$ cat src/rtl/uart_param_core_if.sv
// Signal bundle between a UART user and uart_param_core: transmit request path,
// serial pins, loopback select and received-word reporting.
interface uart_param_core_if #(
    parameter int DATA_BITS = 8
);
    logic                 transmit;
    logic [DATA_BITS-1:0] TxData;
    logic                 busy;
    logic                 tx;
    logic                 rx;
    logic                 loopback;
    logic [DATA_BITS-1:0] RxData;
    logic                 valid_rx;
    logic                 parity_err;
    logic                 frame_err;

    modport slave (
        input  transmit, TxData, rx, loopback,
        output busy, tx, RxData, valid_rx, parity_err, frame_err
    );

    modport master (
        output transmit, TxData, rx, loopback,
        input  busy, tx, RxData, valid_rx, parity_err, frame_err
    );
endinterface

$ cat src/rtl/uart_param_core.sv
// Full-duplex UART with compile-time baud divisor, data width, parity and stop bits.
// Independent TX and RX FSMs; RX can be fed from the internal tx line (loopback).
module uart_param_core #(
    parameter int CLK_FREQ  = 50_000_000,
    parameter int BAUD      = 115_200,
    parameter int DATA_BITS = 8,
    parameter int PARITY    = 0,
    parameter int STOP_BITS = 1
) (
    input  logic        clk,
    input  logic        reset,
    uart_param_core_if.slave u
);
    localparam int CPB   = CLK_FREQ / BAUD;
    localparam int CNT_W = (CPB > 1) ? $clog2(CPB) : 1;
    localparam logic [CNT_W-1:0] CPB_LAST  = CNT_W'(CPB - 1);
    localparam logic [CNT_W-1:0] HALF_LAST = CNT_W'(CPB / 2 - 1);
    localparam logic [3:0]       DATA_LAST = 4'(DATA_BITS - 1);
    localparam logic [3:0]       STOP_LAST = 4'(STOP_BITS - 1);

    if (CPB < 4) begin : g_cpb_chk
        $error("uart_param_core: CLK_FREQ/BAUD must be at least 4");
    end
    if (DATA_BITS < 5 || DATA_BITS > 9) begin : g_data_chk
        $error("uart_param_core: DATA_BITS must be 5..9");
    end
    if (PARITY < 0 || PARITY > 2 || STOP_BITS < 1 || STOP_BITS > 2) begin : g_fmt_chk
        $error("uart_param_core: PARITY must be 0..2 and STOP_BITS 1..2");
    end

    typedef enum logic [2:0] {S_IDLE, S_START, S_DATA, S_PAR, S_STOP} state_t;

    // Even parity is the XOR of the data bits; odd parity inverts it.
    function automatic logic par_bit(input logic [DATA_BITS-1:0] d);
        return (^d) ^ (PARITY == 1);
    endfunction

    state_t               tx_state, tx_state_n;
    logic [CNT_W-1:0]     tx_cnt, tx_cnt_n;
    logic [3:0]           tx_bit, tx_bit_n;
    logic [DATA_BITS-1:0] tx_sh, tx_sh_n;
    logic                 tx_par, tx_par_n;
    logic                 tx_q, tx_n;
    logic                 tx_bit_end;

    always_comb begin
        tx_state_n = tx_state;
        tx_cnt_n   = tx_cnt;
        tx_bit_n   = tx_bit;
        tx_sh_n    = tx_sh;
        tx_par_n   = tx_par;
        tx_bit_end = (tx_cnt == CPB_LAST);
        if (tx_state != S_IDLE) tx_cnt_n = tx_bit_end ? '0 : tx_cnt + 1'b1;
        case (tx_state)
            S_IDLE: if (u.transmit) begin
                tx_state_n = S_START;
                tx_sh_n    = u.TxData;
                tx_par_n   = par_bit(u.TxData);
                tx_cnt_n   = '0;
                tx_bit_n   = '0;
            end
            S_START: if (tx_bit_end) tx_state_n = S_DATA;
            S_DATA: if (tx_bit_end) begin
                tx_sh_n = tx_sh >> 1;
                if (tx_bit == DATA_LAST) begin
                    tx_bit_n   = '0;
                    tx_state_n = (PARITY != 0) ? S_PAR : S_STOP;
                end else begin
                    tx_bit_n = tx_bit + 1'b1;
                end
            end
            S_PAR: if (tx_bit_end) tx_state_n = S_STOP;
            S_STOP: if (tx_bit_end) begin
                if (tx_bit == STOP_LAST) begin
                    tx_bit_n   = '0;
                    tx_state_n = S_IDLE;
                end else begin
                    tx_bit_n = tx_bit + 1'b1;
                end
            end
            default: tx_state_n = S_IDLE;
        endcase
        // Line level is decoded from the next state so tx leaves a flop.
        case (tx_state_n)
            S_START: tx_n = 1'b0;
            S_DATA:  tx_n = tx_sh_n[0];
            S_PAR:   tx_n = tx_par_n;
            default: tx_n = 1'b1;
        endcase
    end

    logic                 rx_p0, rx_p1, rx_p2;
    state_t               rx_state, rx_state_n;
    logic [CNT_W-1:0]     rx_cnt, rx_cnt_n;
    logic [3:0]           rx_bit, rx_bit_n;
    logic [DATA_BITS-1:0] rx_sh, rx_sh_n;
    logic                 rx_pbit, rx_pbit_n;
    logic                 rx_ferr, rx_ferr_n;
    logic                 rx_done;
    logic [DATA_BITS-1:0] rx_data_q;
    logic                 vld_p0, perr_q, ferr_q;
    logic                 rx_in;

    assign rx_in = u.loopback ? tx_q : u.rx;

    always_comb begin
        rx_state_n = rx_state;
        rx_cnt_n   = rx_cnt;
        rx_bit_n   = rx_bit;
        rx_sh_n    = rx_sh;
        rx_pbit_n  = rx_pbit;
        rx_ferr_n  = rx_ferr;
        rx_done    = 1'b0;
        case (rx_state)
            S_IDLE: if (rx_p2 && !rx_p1) begin
                rx_state_n = S_START;
                rx_cnt_n   = '0;
            end
            S_START: if (rx_cnt == HALF_LAST) begin
                rx_cnt_n   = '0;
                rx_bit_n   = '0;
                rx_ferr_n  = 1'b0;
                rx_state_n = rx_p1 ? S_IDLE : S_DATA;
            end else begin
                rx_cnt_n = rx_cnt + 1'b1;
            end
            default: if (rx_cnt == CPB_LAST) begin
                rx_cnt_n = '0;
                case (rx_state)
                    S_DATA: begin
                        rx_sh_n = {rx_p1, rx_sh[DATA_BITS-1:1]};
                        if (rx_bit == DATA_LAST) begin
                            rx_bit_n   = '0;
                            rx_state_n = (PARITY != 0) ? S_PAR : S_STOP;
                        end else begin
                            rx_bit_n = rx_bit + 1'b1;
                        end
                    end
                    S_PAR: begin
                        rx_pbit_n  = rx_p1;
                        rx_state_n = S_STOP;
                    end
                    S_STOP: begin
                        rx_ferr_n = rx_ferr | ~rx_p1;
                        if (rx_bit == STOP_LAST) begin
                            rx_bit_n   = '0;
                            rx_state_n = S_IDLE;
                            rx_done    = 1'b1;
                        end else begin
                            rx_bit_n = rx_bit + 1'b1;
                        end
                    end
                    default: rx_state_n = S_IDLE;
                endcase
            end else begin
                rx_cnt_n = rx_cnt + 1'b1;
            end
        endcase
    end

    always_ff @(posedge clk or posedge reset) begin
        if (reset) begin
            tx_state  <= S_IDLE;
            tx_cnt    <= '0;
            tx_bit    <= '0;
            tx_sh     <= '0;
            tx_par    <= 1'b0;
            tx_q      <= 1'b1;
            rx_p0     <= 1'b1;
            rx_p1     <= 1'b1;
            rx_p2     <= 1'b1;
            rx_state  <= S_IDLE;
            rx_cnt    <= '0;
            rx_bit    <= '0;
            rx_sh     <= '0;
            rx_pbit   <= 1'b0;
            rx_ferr   <= 1'b0;
            rx_data_q <= '0;
            vld_p0    <= 1'b0;
            perr_q    <= 1'b0;
            ferr_q    <= 1'b0;
        end else begin
            tx_state <= tx_state_n;
            tx_cnt   <= tx_cnt_n;
            tx_bit   <= tx_bit_n;
            tx_sh    <= tx_sh_n;
            tx_par   <= tx_par_n;
            tx_q     <= tx_n;
            // Synchroniser (p0, p1) then previous-sample flop (p2) for edge detect.
            rx_p0    <= rx_in;
            rx_p1    <= rx_p0;
            rx_p2    <= rx_p1;
            rx_state <= rx_state_n;
            rx_cnt   <= rx_cnt_n;
            rx_bit   <= rx_bit_n;
            rx_sh    <= rx_sh_n;
            rx_pbit  <= rx_pbit_n;
            rx_ferr  <= rx_ferr_n;
            vld_p0   <= rx_done;
            if (rx_done) begin
                rx_data_q <= rx_sh;
                perr_q    <= (PARITY != 0) && (rx_pbit != par_bit(rx_sh));
                ferr_q    <= rx_ferr_n;
            end
        end
    end

    assign u.busy       = (tx_state != S_IDLE);
    assign u.tx         = tx_q;
    assign u.RxData     = rx_data_q;
    assign u.valid_rx   = vld_p0;
    assign u.parity_err = perr_q;
    assign u.frame_err  = ferr_q;
endmodule

$ cat src/flat_wrapper.sv
// flat-port wrapper written by rule: the top's interface ports become plain ports
module uart_param_core_flat 
#(
    parameter int CLK_FREQ  = 50_000_000,
    parameter int BAUD      = 115_200,
    parameter int DATA_BITS = 8,
    parameter int PARITY    = 0,
    parameter int STOP_BITS = 1
)
  (clk, reset, u_transmit, u_TxData, u_rx, u_loopback, u_busy, u_tx, u_RxData, u_valid_rx, u_parity_err, u_frame_err);
  uart_param_core_if #(.DATA_BITS(DATA_BITS)) u_i ();
  input  logic clk;
  input  logic reset;
  input wire logic [$bits(u_i.transmit)-1:0] u_transmit;
  input wire logic [$bits(u_i.TxData)-1:0] u_TxData;
  input wire logic [$bits(u_i.rx)-1:0] u_rx;
  input wire logic [$bits(u_i.loopback)-1:0] u_loopback;
  output wire logic [$bits(u_i.busy)-1:0] u_busy;
  output wire logic [$bits(u_i.tx)-1:0] u_tx;
  output wire logic [$bits(u_i.RxData)-1:0] u_RxData;
  output wire logic [$bits(u_i.valid_rx)-1:0] u_valid_rx;
  output wire logic [$bits(u_i.parity_err)-1:0] u_parity_err;
  output wire logic [$bits(u_i.frame_err)-1:0] u_frame_err;
  assign u_i.transmit = u_transmit;
  assign u_i.TxData = u_TxData;
  assign u_i.rx = u_rx;
  assign u_i.loopback = u_loopback;
  assign u_busy = u_i.busy;
  assign u_tx = u_i.tx;
  assign u_RxData = u_i.RxData;
  assign u_valid_rx = u_i.valid_rx;
  assign u_parity_err = u_i.parity_err;
  assign u_frame_err = u_i.frame_err;
  uart_param_core #(.CLK_FREQ(CLK_FREQ), .BAUD(BAUD), .DATA_BITS(DATA_BITS), .PARITY(PARITY), .STOP_BITS(STOP_BITS)) u_core (.clk(clk), .reset(reset), .u(u_i));
endmodule
$ cat config.mk
export PLATFORM = sky130hd
export DESIGN_NAME = uart_param_core_flat
export DESIGN_NICKNAME = d
export VERILOG_FILES = /design/src/rtl/uart_param_core_if.sv /design/src/rtl/uart_param_core.sv /design/src/flat_wrapper.sv
export SDC_FILE = /design/constraint.sdc
export NUM_CORES = 1
export LEC_CHECK = 0
export ABC_AREA = 1
export CORE_AREA = 2 2 81 83
export CTS_BUF_LIST = sky130_fd_sc_hd__clkbuf_16
export CTS_CLUSTER_SIZE = 25
export DETAILED_ROUTE_END_ITERATION = 6
export DIE_AREA = 0 0 83 85
export PLACE_DENSITY = 0.77
export RECOVER_POWER = 25
export SLEW_MARGIN = 40
export SYNTH_ARGS = -nofsm -noshare
export SYNTH_HDL_FRONTEND = slang
export SYNTH_SLANG_ARGS = --single-unit
$ cat constraint.sdc
create_clock -name clk -period 2.1 [get_ports clk]
set_input_delay 0.315 -clock clk [delete_from_list [all_inputs] [get_ports clk]]
set_output_delay 0.315 -clock clk [all_outputs]
set_load 0.03 [all_outputs]
# Word level (Yosys, flattened, before mapping)
# Index checks and enable logic that the tools add are counted.
# W data, S select, Z words.
dict set report totals {
  ff_bits 64
  out_inout_bits 13
  wordCells 119
}
dict set report op_classes {
  addsub 4
  eq_ne 23
  mux 51
  n_bitwise 4
  n_reduce_logical 19
}
# op n
set ops {}
lappend ops {{$mux W9} 7}
lappend ops {{$mux W3} 12}
lappend ops {{$mux W4} 9}
lappend ops {{$add A9 B1 Y9 const B} 2}
lappend ops {{$eq A3 B2 Y1 const B} 6}
lappend ops {{$eq A9 B9 Y1 const B} 2}
lappend ops {{$pmux W9 S2} 1}
lappend ops {{$mux W8} 2}
lappend ops {{$pmux W4 S2} 2}
lappend ops {{$pmux W8 S2} 1}
lappend ops {{$pmux W3 S5} 1}
lappend ops {{$pmux W4 S3} 1}
lappend ops {{$reduce_bool A3 Y1} 4}
lappend ops {{$mux W1} 10}
lappend ops {{$eq A3 B1 Y1 const B} 3}
lappend ops {{$eq A9 B8 Y1 const B} 1}
lappend ops {{$pmux W3 S3} 1}
lappend ops {{$add A4 B1 Y4 const B} 2}
lappend ops {{$eq A4 B3 Y1 const B} 2}
lappend ops {{$logic_not A4 Y1} 2}
lappend ops {{$ne A2 B1 Y1 const B} 4}
lappend ops {{$ne A4 B1 Y1 const B} 2}
lappend ops {{$reduce_and A4 Y1} 2}
lappend ops {{$reduce_xor A8 Y1} 1}
lappend ops {{other kinds (15)} 21}

# Longest topological paths before layout
dict set report logic_depth {
  ltp_word 6
  mapped_depth 10
  ltp_nobuf 10
}

# Least setup slack after synthesis
# OpenSTA, ideal clock, no wires.
dict set report synth_path {
  path_type {reg2reg}
  start {register u_core.rx_bit[0]}
  end {register u_core.rx_data_q[7], in the netlist u_core.u.RxData[7]}
  arrival_time_ps 1355
  t_required_ps 1981
  path_slack_ps 626
  stages_incl_launch_ff 11
  path_buffers 1
  synth_period_minus_slack_ps 1474
  path_cell_list {dfrtp_1 -> inv_1 -> ha_1 -> nand2_1 -> nor2_1 -> nand2_2 -> nor2_4 -> inv_2 -> buf_6 -> nand2_1 -> o21ai_2}
}
dict set report synth_between {
  elab_chain_len 5
}
# element line_no
set synth_lines {}
lappend synth_lines {{from (decl)} uart_param_core.sv:95} ;# logic [3:0] rx_bit, rx_bit_n;
lappend synth_lines {{from (signal assigned)} uart_param_core.sv:195} ;# rx_bit <= rx_bit_n;
lappend synth_lines {{$logic_not A4 Y1} uart_param_core.sv:145} ;# if (rx_bit == STOP_LAST) begin
lappend synth_lines {{$mux W1} uart_param_core.sv:145}
lappend synth_lines {{$mux W1} uart_param_core.sv:129} ;# case (rx_state)
lappend synth_lines {{$mux W1} uart_param_core.sv:127} ;# default: if (rx_cnt == CPB_LAST) begin
lappend synth_lines {{$mux W1} uart_param_core.sv:114} ;# case (rx_state)
lappend synth_lines {{named net u_core.rx_done} uart_param_core.sv:99} ;# logic rx_done;
lappend synth_lines {{to (signal assigned)} uart_param_core.sv:201} ;# rx_data_q <= rx_sh;
lappend synth_lines {{to (decl)} uart_param_core.sv:100} ;# logic [DATA_BITS-1:0] rx_data_q;
# The timed path passes the listed nets, and every way through them passes these cells.
# A chain may end at the register's enable or synchronous reset.

# Worst setup path after layout
dict set report layout_path {
  start {register u_core.tx_state[0]}
  end {output u_busy}
}
dict set report layout_between {
  elab_chain_len 1
}
# element line_no
set layout_lines {}
lappend layout_lines {{from (decl)} uart_param_core.sv:38} ;# state_t tx_state, tx_state_n;
lappend layout_lines {{from (signal assigned)} uart_param_core.sv:183} ;# tx_state <= tx_state_n;
lappend layout_lines {{$reduce_bool A3 Y1} uart_param_core.sv:208} ;# assign u.busy = (tx_state != S_IDLE);
lappend layout_lines {{to (decl)} flat_wrapper.sv:18} ;# output wire logic [$bits(u_i.busy)-1:0] u_busy;
# No other way between the ends.

==> results by group <==
Status
  • Status: complete, no violations

Global route
  • Grt ovf: 0
  • Vias in the first global route: 2994
  • Initial antenna violation count: 0
  • Largest net degree at the start of global routing: 34
  • GRT Total Usage: 0.218
  • First-pass GRT wire length: ~13000 µm

Setup path
  • Worst path slowest cell: clkdlybuf4s50_1
  • R2R Setup Slk: 0.44 ns
  • Worst Path Buf+Inv: 3
  • R2R Path Start: u_core.tx_cnt[1]$_DFF_PP0_
  • Worst EP arrival: 1.62 ns
  • Critical path's top delay family: buffers and inverters
  • Max incr delay on CP: around 0.66 ns
  • CP required: around 1.8 ns
  • Startpoint Class: register
  • Worst reg2reg path depth: 10
  • CP Cell Sequence: inv_2 > nand2_2 > nor2_4 > inv_1 > clkdlybuf4s50_1
  • CP Capture Type: output port
  • Category of the most critical setup path: register to output port
  • Critical path fanouts, max: 2
  • Critical R2R Capture: u_core.tx_bit[1]$_DFFE_PP0P_

STA
  • Worst Max-Slew Pin Slew: between 0.7 and 0.8 ns
  • Final Cycle Share: 0.920
  • Clock Skews: 0.00686 ns
  • Final-report setup violation count: 0
  • RSZ-0062 raised after global routing: no
  • Setup_tns: 0 ns
  • Final min period: ~1.9 ns
  • Fin. Hold Viols: 0
  • Max Clk Rate: between 0.5 and 0.6 GHz
  • Relative slew slack: 0.474
  • Max-slew violations: 0

Clock network
  • Clock root buffer: clkbuf_16
  • Total CTS buffers: 9
  • Post-CTS Setup Inserts: 0
  • Clock buffer depth: 2
  • Hold_buf cts: 0
  • # resized after CTS: 0
  • H-Tree Depth: 3
  • Clock-pin slew on the worst setup and hold paths: 0.06 ns
  • Clk_lat worst skew: between 0.3 and 0.4 ns
  • Clk sinks: 64
  • CTS tree: built

Route
  • Detailed Route Iter0 Violations: ~140
  • Number of antenna-violating nets in the routed design: 0
  • Routed wire length: roughly 7000 µm
  • DR top layer: met4
  • Met3 routed WL: around 290 µm
  • Vias: between 2000 and 3000
  • DRT Pass-1 Iters: 4
  • Drt drc: 0
  • Met2 wire length: approximately 3500 µm
  • Routed wire per std cell: around 13 µm
  • Via density: approximately 5.2
  • Met1 Routed Length: 3120 µm

Min path
  • Hold depth: 0
  • Hold WC Path Type: register to register
  • HP Start: u_core.rx_p0$_DFF_PP1_
  • WHS Endpoint: u_core.rx_p1$_DFF_PP1_

Floorplanning
  • Die height: about 85 µm
  • CORE AREA: between 6000 and 7000 µm²
  • I/O pin count: 26
  • Row cnt: 29
  • Width of the die: slightly above 80 µm
  • Initial Util: 0.578
  • Total Die Area: ~7100 µm²

Finish
  • Area growth syn-to-layout: 18.2%
  • Share of post-route cells with drive strength above 1: 0.164
  • Multi-input gate area in the final layout: about 1700 µm²
  • Final nets: ~500
  • Antenna Cells: 0
  • Fillers: just under 500
  • Storage cell area: between 1500 and 2000 µm²
  • Final instance area: roughly 4200 µm²

Power and ir drop
  • Final total power: around 0.0041 W
  • Reg power frac: 0.390
  • Leakage: about 2.0 nW
  • Pwr dens: approximately 970 nW/µm²
  • Switch Pwr: ~0.0013 W
  • Clk pwr share: 0.387
  • Peak supply drop: approximately 0.7 mV
  • Combinational Power Share: 0.223
  • Sw frac: 0.324
  • Pint: between 0.002 and 0.003 W

Synth
  • #FFs+latches synth: 64
  • Cell variety after synth: 39
  • Sequential fraction of the synthesis area: 0.448
  • Mapped Cells: ~440
  • Synth Cell Area: 3590 µm²
  • Post-synth EDFFs: 0
  • Syn Area/Cell: 8.10 µm²
  • Post-synth net total: ~470
  • Synth Warn #: 0
  • Async set-reset flop share out of synthesis: 1.00
  • Post-synth top flop: dfrtp_1

Place
  • GPL Wtd Cong: 0.858
  • Dpl cell area: about 4000 µm²
  • Port Buf Inserts: 24
  • Dpl hpwl: 5000 µm

Flow run
  • Max Cap Viol: 0
[worst max path at each step]
| stage | start | cells past startpoint | to | slack, ns |
|---|---|---|---|---|
| 2_1_floorplan | reset | 1 | u_core.rx_bit[0]$_DFFE_PP0P_ | 0.19 |
| 3_3_place_gp | u_core.tx_state[0]$_DFF_PP0_ | 5 | u_busy | 0.53 |
| 3_5_place_dp | u_core.tx_state[0]$_DFF_PP0_ | 5 | u_busy | 0.50 |
| 4_1_cts | u_core.tx_state[0]$_DFF_PP0_ | 5 | u_busy | 0.15 |
| 5_1_grt | u_core.tx_state[0]$_DFF_PP0_ | 5 | u_busy | 0.1 |
| 6_report | u_core.tx_state[0]$_DFF_PP0_ | 5 | u_busy | 0.17 |
[cells in the final DEF, fill, tap and decap left out, drive strengths merged]
master         Yosys  routed
dfrtp             60      60
a21boi             1       1
conb               1       1
o22ai              5       5
or2                1       1
xnor2              2       2
nand4              8       8
nor3              10      10
clkinvlp           0       1
bufinv             0       2
o211ai             1       1
nor4               1       1
nand2            131     131
clkbuf             0       9
inv               66      68
dfstp              4       4
a22oi              6       6
clkdlybuf4s50      0      22
a21oi             14      14
nand3             30      30
xor2               8       8
and2               1       1
and3               1       1
ha                 9       9
nor2              39      39
clkinv             0       2
o21bai             1       1
o221ai             2       2
mux2               1       1
o21ai             36      36
dlygate4sd3        0       2
buf                4       3
[registers in the layout, summed over array words and instances (netlist names)]
signal / flops
u_core.rx_ferr: 1
u_core.rx_p0: 1
u_core.rx_cnt: 9
u_core.rx_p2: 1
u_core.u.frame_err: 1
u_core.u.tx: 1
u_core.tx_state: 3
u_core.tx_par: 1
u_core.tx_bit: 4
u_core.rx_state: 3
u_core.u.RxData: 8
u_core.rx_p1: 1
u_core.tx_cnt: 9
u_core.tx_sh: 8
u_core.rx_bit: 4
u_core.rx_sh: 8
u_core.u.valid_rx: 1
[synthesized netlist by cell type, types with 2 or more instances]
master	count	area [µm²]
buf_4	2	15.0
inv_1	52	195
inv_2	14	52.6
nand2_1	118	443
o21ai_0	20	100
o21ai_2	10	87.6
nor2_1	26	97.6
nand2_2	11	68.8
buf_6	2	22.5
o21ai_1	6	30.0
nor3_1	8	40.0
ha_1	9	113
dfrtp_1	60	1500
xor2_1	8	70.1
nand3_2	3	30.0
a22oi_1	6	45.0
nand2_4	2	22.5
nand4_1	8	50.1
nor2_4	8	90.1
o221ai_1	2	17.5
o22ai_1	5	31.3
a21oi_1	13	65.1
nor2_2	5	31.3
nand3_1	26	130
dfstp_2	4	105
xnor2_1	2	17.5
[metal layers]
layer / vias up / track usage
met5: - / 0
met3: 6 / 0.0438
met2: 68 / 0.375
met1: 1364 / 0.268
met4: 0 / 0.0939
li1: 1496 / -
[stage by stage]
stage          hold slack [ns]   util  setup slack [ns]  std cells
6_report                 0.366  0.683             0.169        559
2_1_floorplan            0.345      -             0.194        443
4_1_cts                  0.328  0.683             0.147        559
3_5_place_dp             0.349  0.632             0.499        543
5_1_grt                  0.373  0.683            0.0979        559
3_3_place_gp             0.348  0.632             0.532        543
[power by group through the flow]
stage,combinational (W),clock [W],sequential (W)
CTS,0.000917,0.00161,0.00160
floorplan,0.000733,0,0.00158
global route,0.00104,0.00167,0.00163
detailed placement,0.000904,0,0.00161
finish,0.000914,0.00159,0.00160
global placement,0.000874,0,0.00160
[cells by family after synthesis]
group,count (synthesis),share of synthesized area
xor+xnor,10,0.0244
simple gates,222,0.299
other cells,1,0.00105
mux,1,0.00314
fa+ha+maj,9,0.0314
buf+inv,70,0.0795
flops,64,0.448
compound gates,66,0.114
[final cells by class]
| cell class | count | area share |
|---|---|---|
| Sequential cell | 64 | 0.379 |
| Tap cell | 77 | 0.0227 |
| Multi-Input combinational cell | 309 | 0.400 |
| Inverter | 66 | 0.0584 |
| Clock buffer | 9 | 0.0531 |
| Clock inverter | 7 | 0.0221 |
| Timing Repair Buffer | 27 | 0.0649 |
(Power assumes the default switching activity.)
